### config.mk
export PLATFORM = sky130hd
export DESIGN_NAME = imul_var_lat_param
export DESIGN_NICKNAME = d
export VERILOG_FILES = /design/src/rtl/imul_var_lat_param.sv
export SDC_FILE = /design/constraint.sdc
export NUM_CORES = 1
export LEC_CHECK = 0
export BUFFER_PORTS_ARGS = -buffer_cell sky130_fd_sc_hd__buf_2
export CORE_ASPECT_RATIO = 1.4
export CORE_MARGIN = 2
export CORE_UTILIZATION = 56
export DETAILED_ROUTE_END_ITERATION = 12
export GPL_TIMING_DRIVEN = 0
export PLACE_DENSITY = 0.77
export REMOVE_ABC_BUFFERS = 1
export SETUP_SLACK_MARGIN = 0.1
export SLEW_MARGIN = 20
export SYNTH_ARGS = -nofsm -noshare
export SYNTH_HDL_FRONTEND = slang
export SYNTH_SLANG_ARGS = --single-unit
### constraint.sdc
create_clock -name clk -period 9.05 [get_ports clk]
set_input_delay 0.4525 -clock clk [delete_from_list [all_inputs] [get_ports clk]]
set_output_delay 0.4525 -clock clk [all_outputs]
set_load 0.01 [all_outputs]
### src/rtl/imul_var_lat_param.sv
// Iterative zero-skipping multiplier: NBITS x NBITS -> 2*NBITS product, val/rdy on both sides.
// Latency: accept at cycle t, n CALC steps, out_val at t+n+1; one product per n+2 cycles back-to-back.
// Backpressure: in_rdy only in IDLE; the result is held in DONE until out_rdy. Signed mode needs IMUL_SIGNED_EN.
module imul_var_lat_param #(
  parameter int NBITS     = 32,
  parameter int SKIP_BITS = 8
) (
  input  logic                 clk,
  input  logic                 reset,
  input  logic                 sd,
  input  logic                 in_val,
  output logic                 in_rdy,
  input  logic [NBITS-1:0]     in_msg_a,
  input  logic [NBITS-1:0]     in_msg_b,
  input  logic                 in_signed,
  output logic                 out_val,
  input  logic                 out_rdy,
  output logic [2*NBITS-1:0]   out_msg
);

  localparam int PW = 2 * NBITS;
  localparam int ZW = $clog2(SKIP_BITS + 1);

  typedef enum logic [1:0] {IDLE, CALC, DONE} state_t;

  state_t            state;
  state_t            state_nxt;
  logic [PW-1:0]     a_reg;
  logic [NBITS-1:0]  b_reg;
  logic [PW-1:0]     result_reg;
  logic              neg_reg;

  logic [NBITS-1:0]  a_mag;
  logic [NBITS-1:0]  b_mag;
  logic              neg_in;
  logic [ZW-1:0]     z;
  logic              skip_all;
  logic [ZW-1:0]     shamt;
  logic [PW-1:0]     sum;
  logic [PW-1:0]     fin;
  logic [PW-1:0]     a_nxt;
  logic [NBITS-1:0]  b_nxt;
  logic              calc_done;

  // sd only labels the other ports; it carries no function inside the datapath.
  logic unused_ok;
  assign unused_ok = &{1'b0, sd, in_signed};

`ifdef IMUL_SIGNED_EN
  // Convert signed operands to magnitudes; the most negative value maps to 2^(NBITS-1).
  always_comb begin
    a_mag  = in_msg_a;
    b_mag  = in_msg_b;
    neg_in = 1'b0;
    if (in_signed) begin
      if (in_msg_a[NBITS-1]) a_mag = -in_msg_a;
      if (in_msg_b[NBITS-1]) b_mag = -in_msg_b;
      neg_in = in_msg_a[NBITS-1] ^ in_msg_b[NBITS-1];
    end
  end

  // Sign of the product, captured at accept.
  always_ff @(posedge clk or posedge reset) begin
    if (reset)                       neg_reg <= 1'b0;
    else if (state == IDLE && in_val) neg_reg <= neg_in;
  end

  assign fin = neg_reg ? (~sum + PW'(1)) : sum;
`else
  assign a_mag   = in_msg_a;
  assign b_mag   = in_msg_b;
  assign neg_in  = 1'b0;
  assign neg_reg = neg_in;
  assign fin     = sum;
`endif

  // Trailing-zero count of the low window of b, saturating at SKIP_BITS.
  always_comb begin
    z = ZW'(SKIP_BITS);
    for (int i = SKIP_BITS - 1; i >= 0; i--) begin
      if (b_reg[i]) z = ZW'(i);
    end
  end

  assign skip_all  = (z == ZW'(SKIP_BITS));
  assign shamt     = skip_all ? ZW'(SKIP_BITS) : (z + ZW'(1));
  assign sum       = skip_all ? result_reg : (result_reg + (a_reg << z));
  assign a_nxt     = a_reg << shamt;
  assign b_nxt     = b_reg >> shamt;
  assign calc_done = (b_nxt == '0);

  // State register.
  always_ff @(posedge clk or posedge reset) begin
    if (reset) state <= IDLE;
    else       state <= state_nxt;
  end

  // Next-state logic.
  always_comb begin
    state_nxt = state;
    case (state)
      IDLE:    if (in_val)    state_nxt = CALC;
      CALC:    if (calc_done) state_nxt = DONE;
      DONE:    if (out_rdy)   state_nxt = IDLE;
      default:                state_nxt = IDLE;
    endcase
  end

  // Operand load at accept, then one shift/add step per CALC cycle; sign fix-up folds into the last step.
  always_ff @(posedge clk or posedge reset) begin
    if (reset) begin
      a_reg      <= '0;
      b_reg      <= '0;
      result_reg <= '0;
    end else begin
      case (state)
        IDLE: begin
          if (in_val) begin
            a_reg      <= PW'(a_mag);
            b_reg      <= b_mag;
            result_reg <= '0;
          end
        end
        CALC: begin
          a_reg      <= a_nxt;
          b_reg      <= b_nxt;
          result_reg <= calc_done ? fin : sum;
        end
        default: ;
      endcase
    end
  end

  assign in_rdy  = (state == IDLE);
  assign out_val = (state == DONE);
  assign out_msg = result_reg;

endmodule

-- After elaboration in Yosys (flattened, before gate mapping)
Cells that the tools add are included.
- register bits after elaboration: 162
- bits in latches: 0
- bits in writable memories: 0
- bits in read-only memories: 0
- word-level logic and storage cells: 42
- memories: 0
- $add $sub $neg: 2
- multiply operators: 0
- div/mod/pow operators: 0
- $lt $le $gt $ge: 0
- equal/unequal tests: 7
- shifts and indexed selects: 3
- mux-type cells: 20
- bitwise gates (word level): 0
- reduce and logical (&&, ||, !) cells: 6
- operator list (kind ; count):
    64-bit one-hot mux with 2 select lines ; 2
    64-bit 2-to-1 mux ; 3
    64-bit by 4-bit left shift with 64-bit output ; 2
    64-bit adder ; 1
    32-bit one-hot mux with 2 select lines ; 1
    4-bit 2-to-1 mux ; 9
    32-bit zero test ; 1
    32-bit 2-to-1 mux ; 1
    32-bit by 4-bit right shift with 32-bit output ; 1
    2-bit 2-to-1 mux ; 3
    2-bit inequality test (second input constant) ; 3
    2-bit one-hot mux with 3 select lines ; 1
    3-bit AND reduction ; 2
    4-bit by 1-bit adder with 4-bit output (second input constant) ; 1
    4-bit equality test (second input constant) ; 1
    2-bit by 1-bit equality test with 1-bit output (second input constant) ; 1
    2-bit equality test (second input constant) ; 1
    2-bit zero test ; 1
    2-bit by 1-bit inequality test with 1-bit output (second input constant) ; 1
    2-bit AND reduction ; 1
    2-bit nonzero test ; 1

-- Logic depth before layout (Yosys ltp)
Gate-level depths: netlist of run 1.
- depth after elaboration: 14
- depth in mapped cells: 23
- depth with buffers taken out: 21

-- Worst setup path before layout of run 1
Ideal clock, no wire load.
- path type: register to register
- start: register b_reg[0]
- end: register result_reg[62], in the netlist out_msg[62]
- library setup time: 83 ps
- arrival: 4788 ps
- required time: 8967 ps
- setup slack: 4179 ps
- cell stages (with the launch flop): 20
- period minus slack after synthesis: 4871 ps
- cell sequence: dfrtp_1 > buf_2 > nor4_4 > clkbuf_1 > buf_1 > buf_1 > buf_1 > clkbuf_1 > a31oi_1 > ha_1 > nand4_1 > nor3_1 > a221oi_1 > and3_1 > a2111oi_0 > o21ai_0 > o311ai_0 > o211ai_1 > xor2_1 > o21ai_0
- longest elaborated chain between the ends: 5
- elaborated cells between the ends (all ways): 8
- those cells by class: 1 x add/sub; 2 x eq/ne; 1 x shift; 3 x mux; 1 x reduce/logical
- RTL lines (what ; line ; RTL):
    from (decl) ; 29 ; logic [NBITS-1:0] b_reg;
    from (signal assigned) ; 120 ; b_reg <= b_mag;
    from (signal assigned) ; 126 ; b_reg <= b_nxt;
    4-bit 2-to-1 mux * ; 81 ; if (b_reg[i]) z = ZW'(i);
    64-bit by 4-bit left shift with 64-bit output ; 87 ; assign sum = skip_all ? result_reg : (result_reg + (a_reg << z));
    64-bit adder ; 87 ;
    64-bit 2-to-1 mux ; 87 ;
    64-bit one-hot mux with 2 select lines ; 116 ; case (state)
    to (signal assigned) ; 127 ; result_reg <= calc_done ? fin : sum;
    to (decl) ; 30 ; logic [PW-1:0] result_reg;
Every way passes the cells marked *; elsewhere a longest branch is shown, timed or not. The select of a mux whose other input is x is not followed.
A chain may end at the register's enable or synchronous reset.

-- Worst setup path in the final report of run 1
- start: register b_reg[6]
- end: register result_reg[62], in the netlist out_msg[62]
- longest elaborated chain between the ends: 11
- elaborated cells between the ends (all ways): 14
- those cells by class: 1 x add/sub; 2 x eq/ne; 1 x shift; 9 x mux; 1 x reduce/logical
- RTL lines (what ; line):
    4-bit 2-to-1 mux * (7 in a row) ; 81
    64-bit by 4-bit left shift with 64-bit output ; 87
    64-bit adder ; 87
    64-bit 2-to-1 mux ; 87
    64-bit one-hot mux with 2 select lines ; 116
Marks and branches as above.

==> results.md, run 1 <==
Outcome:
- The flow ran to the end, and the final reports show no timing, DRC or antenna violations.

Synth:
- Yosys attributes the largest share of cell area to sky130_fd_sc_hd__dfrtp_1, sky130_fd_sc_hd__mux2i_1, sky130_fd_sc_hd__nand2_1, sky130_fd_sc_hd__ha_1, sky130_fd_sc_hd__a21oi_1.
- In the synthesized netlist the async set-or-reset flop fraction comes to 1.00.
- In the synthesized netlist, the cells that appear most often are sky130_fd_sc_hd__mux2i_1, sky130_fd_sc_hd__nand2_1, sky130_fd_sc_hd__dfrtp_1, sky130_fd_sc_hd__nor2_1, sky130_fd_sc_hd__a21oi_1.
- The synthesized design contains 0 enable-type register cells.
- Of the post-synthesis cell area, the dominant cell type holds 0.235.
- The number of different library cells used by synthesis comes to 76.
- The average cell area after synthesis is a little under 8 um^2.
- The post-synth design cell area is between 15000 and 20000 um^2.
- The yosys synthesis warning count is 0.
- The gate count of the mapped netlist is approximately 2.2k.
- Among all flip-flop cells after synthesis, the most frequent one is sky130_fd_sc_hd__dfrtp_1.
- The share of the Yosys chip area taken by registers is 0.235.
- In this run, synthesis produced a sequential element count of 162.
- The biggest area contributor in the post-synthesis netlist is sky130_fd_sc_hd__dfrtp_1.
- The library cell with the highest instance count after synthesis is sky130_fd_sc_hd__mux2i_1.

Clocking:
- The clock root buffer master is sky130_fd_sc_hd__clkbuf_16.
- The post-cts sizing count is 0.
- The clock passes through at most 2 buffers.
- The TritonCTS clock tree is built.
- The number of buffers created by CTS is 17.
- The clock reaches the later pin of the worst-skew pair after ~470 ps.
- The tree built by TritonCTS fans out to around 160 sinks.
- The hold buffer count at CTS is 0.
- CTS built an H-tree with a depth of 4.
- The clock transition at the registers of the reported paths is approximately 70 ps.
- The post-CTS setup-driven buffer insertion count is 0.

Timing:
- The count of endpoints failing hold in the final timing report is 0.
- The final number of max-transition violations is 0.
- The final-layout setup total negative slack is 0 ps.
- After layout, the minimum clock period comes to 6370 ps.
- Setup repair after global routing left no endpoint under its margin.
- The final count of negative-setup-slack endpoints is 0.
- The final worst setup slack is around 2700 ps.
- The final clock skew is about 14 ps.
- At the pin with the least slew margin, the transition time is approximately 1100 ps.
- The final clock period utilization by the worst path is 0.704.
- Headroom to the max-slew limit came out at 0.279.
- Static timing analysis puts the maximum clock frequency at between 150 and 200 MHz.

Setup path:
- The required time of the critical path is approximately 9400 ps.
- The data arrival time of the critical path is a little under 7000 ps.
- The worst setup path is launched from a register.
- The type of the worst setup path is reg -> reg.
- STA classifies the critical path endpoint as a register.
- In this run the worst path has a maximum fanout of between 50 and 60.

Drt:
- For this block, the via count after detailed routing is about 17k.
- The count of unresolved DRC violations after routing is 0.
- Summed over all layers, the routed wires come to ~54000 um.
- Dividing the detail-routed via count by the number of cells gives around 6.7.
- After detailed routing, the average wire length per cell comes to 21.1 um.
- The number of design-rule violations left by the first detailed-router iteration is between 1k and 1.5k.
- The first detailed-routing pass took 6 iterations.
- The number of nets with antenna violations after routing is 0.

Layout:
- In the final layout, the share of cells above drive strength 1 is 0.118.
- The non-filler instance count after layout is 2580.
- The layout has 2705 filler cells.
- The number of nets in the layout is between 2k and 2.5k.
- The area added between synthesis and finish is 9.80%.
- The repair_antennas step left the layout with diodes totalling 0.

Run:
- The number of maximum-capacitance violations is 0.

Place:
- During placement, the flow inserted port buffers numbering 133.
- Once placement completed, the tool counted placed cells totaling about 2.5k.
- At the placement stage, the worst setup path has a slack of roughly 2700 ps.
- The global placement routability congestion is about 0.95.
- After legalization and detailed placement, the total HPWL measured 40500 um.

Floorplanning:
- The die height is 212 um.
- The die covers between 30000 and 40000 um^2.
- The die outline width is around 150 um.
- The starting density of the core is 0.565.
- between 100 and 150 I/O pins were placed.
- The core region is 30500 um^2.
- In this run the core area contains between 70 and 80 standard-cell rows.

Global route:
- The maximum number of pins on one net before global-route repair is between 90 and 100.
- The overall routing resource usage is 0.331.
- After global routing the overflow that remains totals 0.
- The first global-routing pass estimated just under 90000 um of wire.
- For met2 alone, demand over resource in global routing was 0.582.
- met2 is the most crowded layer.
- In the global route stage, met1 resource usage came out at 0.376.
- The via count of the first global-routing pass is approximately 17k.
- In the global route stage, met3 resource usage came out at 0.0448.
- The initial antenna violation count is 0.

Hold path:
- The type of the tightest min-delay check is in -> async.
critical path, cell delays in order (launching register included):
cell	delay [ps]
sky130_fd_sc_hd__dfrtp_1	520
sky130_fd_sc_hd__nor2_1	190
sky130_fd_sc_hd__o31a_1	320
sky130_fd_sc_hd__nor2_1	530
sky130_fd_sc_hd__inv_4	230
sky130_fd_sc_hd__buf_16	270
sky130_fd_sc_hd__mux2i_1	180
sky130_fd_sc_hd__mux2i_1	300
sky130_fd_sc_hd__nand2_1	100
sky130_fd_sc_hd__a31oi_1	320
sky130_fd_sc_hd__ha_1	260
sky130_fd_sc_hd__nand4_1	140
sky130_fd_sc_hd__nor3_1	360
sky130_fd_sc_hd__a221oi_1	230
sky130_fd_sc_hd__and3_1	230
sky130_fd_sc_hd__a2111oi_0	660
sky130_fd_sc_hd__o21ai_0	450
sky130_fd_sc_hd__o311ai_0	490
sky130_fd_sc_hd__o211ai_1	170
sky130_fd_sc_hd__xor2_1	170
sky130_fd_sc_hd__o21ai_0	150
path summary, 6_finish.rpt:
path / from / endpoint / slack [ps] / depth (start not counted)
worst max-delay path: b_reg[6] / out_msg[62] / 2680 / 20
worst min-delay path: reset / out_msg[3] / 70 / 2
worst max register to register: b_reg[6] / out_msg[62] / 2680 / 20
worst min register to register: out_msg[63] / out_msg[63] / 470 / 1
max in group asynchronous: reset / out_msg[50] / 8120 / 3
min in group clk: in_msg_b[29] / b_reg[29] / 230 / 2
stage by stage:
stage,hold WS (ps),util,cell area (um^2)
after detailed placement,462,0.602,18400
after CTS,96.7,0.620,18900
after global placement,455,0.577,17600
final,72.3,0.620,18900
after floorplan,466,-,16500
after global routing,129,0.620,18900
final cells by class:
| type | count | area [um^2] | area share |
|---|---|---|---|
| Sequential cell | 162 | 4050 | 0.214 |
| Timing Repair Buffer | 175 | 1290 | 0.0684 |
| Inverter | 23 | 104 | 0.00549 |
| Clock inverter | 10 | 85.1 | 0.00449 |
| Clock buffer | 21 | 470 | 0.0249 |
| Multi-Input combinational cell | 1799 | 12400 | 0.657 |
| Tap cell | 390 | 488 | 0.0258 |
layer usage:
metal	wire [um]	share of wire	vias up
met5	0	0	-
met4	3610	0.066	0
met3	3110	0.057	208
met2	27000	0.50	786
met1	20700	0.38	8244
li1	-	-	8157
placed cells by master, fill, tap and decap left out, drive strengths merged, types with 7 or more instances in the layout:
cell type	n
o22ai	27
nor2b	9
a211oi	11
o21ai	137
xnor2	30
dfrtp	162
nor2	161
nand3	103
clkbuf	21
mux2	8
o211ai	27
mux2i	328
and3	8
clkinv	9
nand4	19
inv	19
o21a	12
a221oi	17
a31oi	80
ha	77
o22a	43
mux4	10
a32o	31
xor2	28
nor3	15
a21oi	151
nand2	300
a21o	39
buf	175
a22o	7
a22oi	16
kinds of logic (layout without fill, tap and decap cells):
| logic type | after synthesis | count (layout) | share of synthesized area |
|---|---|---|---|
| mux | 346 | 346 | 0.209 |
| compound gates | 668 | 668 | 0.256 |
| fa+ha+maj | 78 | 78 | 0.0570 |
| xor+xnor | 58 | 58 | 0.0295 |
| flops | 162 | 162 | 0.235 |
| simple gates | 649 | 649 | 0.164 |
| buf+inv | 214 | 229 | 0.0495 |
Power of run 1 is left out: the tool's default activity adds up to more than one toggle a clock period on the data nets, which glitch-free logic cannot reach.
==> run 2, diff against run 1 <==
==> constraint.sdc (replaced) <==
create_clock -name clk -period 6.6 [get_ports clk]
set_input_delay 0.33 -clock clk [delete_from_list [all_inputs] [get_ports clk]]
set_output_delay 0.33 -clock clk [all_outputs]
set_load 0.01 [all_outputs]
==> run 2 against run 1 <==
Highest routed layer unchanged. Count of clock-buffer cells in the layout did not move. Wire length about the same. Worst setup slack got worse by 2200 ps. Largest cell class unchanged. Die area unchanged. Hold slack gained 32 ps. Cell area about the same. Maximum frequency grew 4.5%. Register-to-register slack got worse by 2200 ps. Via count is 0.39% higher. Critical path depth did not move. Non-clock buffer count grew 1.
==> results.md, run 2 (same netlist as run 1, synthesis figures left out) <==
Clocking:
- The maximum buffer depth of the clock tree is 2 (unchanged).
- The later-pin clock latency in the skew report is 470 ps (about the same).
- The clock transition at the registers of the reported paths is 70 ps (about the same).
- The number of buffers created by CTS was 17 (unchanged).
- The clock root buffer master is sky130_fd_sc_hd__clkbuf_16.
- TritonCTS built the clock tree.
- The H-tree level count is 4 (unchanged).
- The post-CTS setup-driven buffer insertion count was 0 (unchanged).
- The total clock sinks is 162 (unchanged).

Timing:
- The final clock period utilization by the worst path is 0.924 (+0.220).
- The actual slew at the worst max-slew pin is 1060 ps (-14.4 ps).
- The final critical-path required period is 6100 ps (-272 ps).
- Setup repair after global routing left no endpoint under its margin.
- The final count of negative-setup-slack endpoints is 0 (unchanged).
- The highest clock rate was 164 MHz (+4.5%).
- The final number of max-transition violations is 0 (unchanged).
- The final worst setup slack came to 500 ps (-2180 ps).
- The worst slew margin relative to its limit is 0.289 (+0.00960).
- The count of endpoints failing hold in the final timing report came to 0 (unchanged).
- The final clock skew came to 13.6 ps (-0.250 ps).

Drt:
- The number of design-rule violations left by the first detailed-router iteration is 1487 (+3.1%).
- The average routed wire per standard cell is 21.1 um (about the same).
- The total number of vias is 17.5k (+0.39%).
- The aggregate routed wire length is 54500 um (about the same).
- The count of unresolved DRC violations after routing was 0 (unchanged).
- The first-pass iteration count of the detailed router is 6 (unchanged).
- The number of nets with antenna violations after routing is 0 (unchanged).
- The via count normalized by instance count is 6.77 (+0.35%).

Setup path:
- The top fanout value on the critical path is 52 (unchanged).
- The endpoint of the worst-slack reg-to-reg timing path is out_msg[62].
- The highest cell delay on the worst timing path is 630 ps (-30 ps).
- The required time of the critical path is 6980 ps (-2450 ps).
- The cell with the largest stage delay on the worst path is sky130_fd_sc_hd__a2111oi_1.
- The endpoint type of the worst setup path is a register.
- The worst setup slack for register-to-register paths is 500 ps (-2180 ps).
- The number of buffer and inverter instances along the worst setup path is 2 (unchanged).
- The worst register-to-register path begins at b_reg[7].
- The depth of the worst register-to-register path is 20 (unchanged).
- The critical path ends at out_msg[62].
- The critical path is of the reg -> reg type.
- The start point of the critical path is b_reg[7].
- The family with the most delay on the worst path is compound AO/OA/AOI/OAI gates.
- The data arrival time of the critical path is 6480 ps (-270 ps).
- The nature of the critical path startpoint is a register.
- The critical path goes through nor2_1, o31a_1, nor2_2, inv_4, buf_16, mux2i_1, mux2i_1, nand2_1, a31oi_1, ha_1, nand4_1, nor3_1, a221oi_1, and3_1, a2111oi_1, o21ai_0, o311ai_0, o211ai_1, xor2_1, o21ai_0.
- The logic depth of the worst path, buffers included is 20 (unchanged).

Floorplanning:
- The total die area came to 32200 um^2 (unchanged).
- The area inside the core boundary is 30500 um^2 (unchanged).
- The die outline width was 152 um (unchanged).
- The die height came to 212 um (unchanged).
- The top-level I/O count is 136 (unchanged).
- The number of rows in the core area came to 76 (unchanged).
- The starting density of the core came to 0.565 (unchanged).

Global route:
- The via count of the first global-routing pass is 16.8k (+0.018%).
- The overall routing resource usage was 0.331 (about the same).
- The total congestion overflow is 0 (unchanged).
- The maximum number of pins on one net before global-route repair was 93 (unchanged).
- The global-route wire length before repair is 87300 um (about the same).
- The initial antenna violation count came to 0 (unchanged).

Layout:
- The area added between synthesis and finish came to 9.88% (about the same).
- The number of antenna cells inserted was 0 (unchanged).
- The number of inserted filler cells in the final layout is 2703 (-0.074%).
- Leaving out fill and tap cells, the most frequent cells in the layout are sky130_fd_sc_hd__mux2i_1, sky130_fd_sc_hd__nand2_1, sky130_fd_sc_hd__dfrtp_1.
- The layout cell share with drive strength beyond 1 is 0.118 (+0.000403).
- The library cell used most frequently in the layout, excluding fill and tap cells, is sky130_fd_sc_hd__mux2i_1.
- The number of nets in the layout was 2327 (+0.043%).

Outcome:
- The flow ran to the end, and the final reports show no timing, DRC or antenna violations.

Place:
- The number of I/O port buffers came to 133 (unchanged).
- The final HPWL from detailed placement came to 40500 um (unchanged).
- The worst setup slack after placement was 266 ps (-2450 ps).
- The global placement routability congestion is 0.950 (unchanged).

Run:
- The number of maximum-capacitance violations was 0 (unchanged).

Hold path:
- The type of the tightest min-delay check is in -> reg.
run 2: layer usage:
| metal | track usage | vias up | wire (um) | share of wire |
|---|---|---|---|---|
| li1 | - | 8150 | - | - |
| met1 | 0.376 | 8303 | 20700 | 0.38 |
| met2 | 0.582 | 798 | 26900 | 0.49 |
| met3 | 0.0448 | 211 | 3260 | 0.060 |
| met4 | 0.218 | 0 | 3590 | 0.066 |
| met5 | 0 | - | 0 | 0 |
run 2: worst min-delay path by stage:
stage,from,end,slack [ps],cells past startpoint
floorplan,a_reg[54],a_reg[54],470,1
global placement,out_msg[63],out_msg[63],460,1
detailed placement,reset,out_msg[3],460,2
CTS,in_msg_b[29],b_reg[29],110,2
global route,in_msg_b[29],b_reg[29],110,2
finish,in_msg_b[29],b_reg[29],100,2
run 2: area by class of cell:
type | count | area [um^2] | area share
multi-input combinational | 1799 | 12400 | 0.657
timing repair buffer | 176 | 1310 | 0.0689
tap | 390 | 488 | 0.0258
inverter | 23 | 104 | 0.00548
sequential | 162 | 4050 | 0.214
clock buffer | 21 | 470 | 0.0248
clock inverter | 10 | 85.1 | 0.00449
run 2: what timing repair did:
item,CTS,global route
endpoints found under the setup margin,0,2
gates resized for setup,0,2
hold buffers,1,0
hold endpoints to repair,42,0
run 2: per-stage QoR:
| step | hold slack, ps | instance area [um^2] | util | instances | setup TNS, ps |
|---|---|---|---|---|---|
| floorplan | 466 | 16500 | - | 1984 | -621780 |
| global placement | 455 | 17600 | 0.577 | 2507 | -1395780 |
| detailed placement | 462 | 18400 | 0.602 | 2549 | 0 |
| CTS | 106 | 18900 | 0.620 | 2581 | 0 |
| global route | 112 | 18900 | 0.621 | 2581 | 0 |
| finish | 104 | 18900 | 0.621 | 2581 | 0 |
Power of run 2 is left out for the same reason.
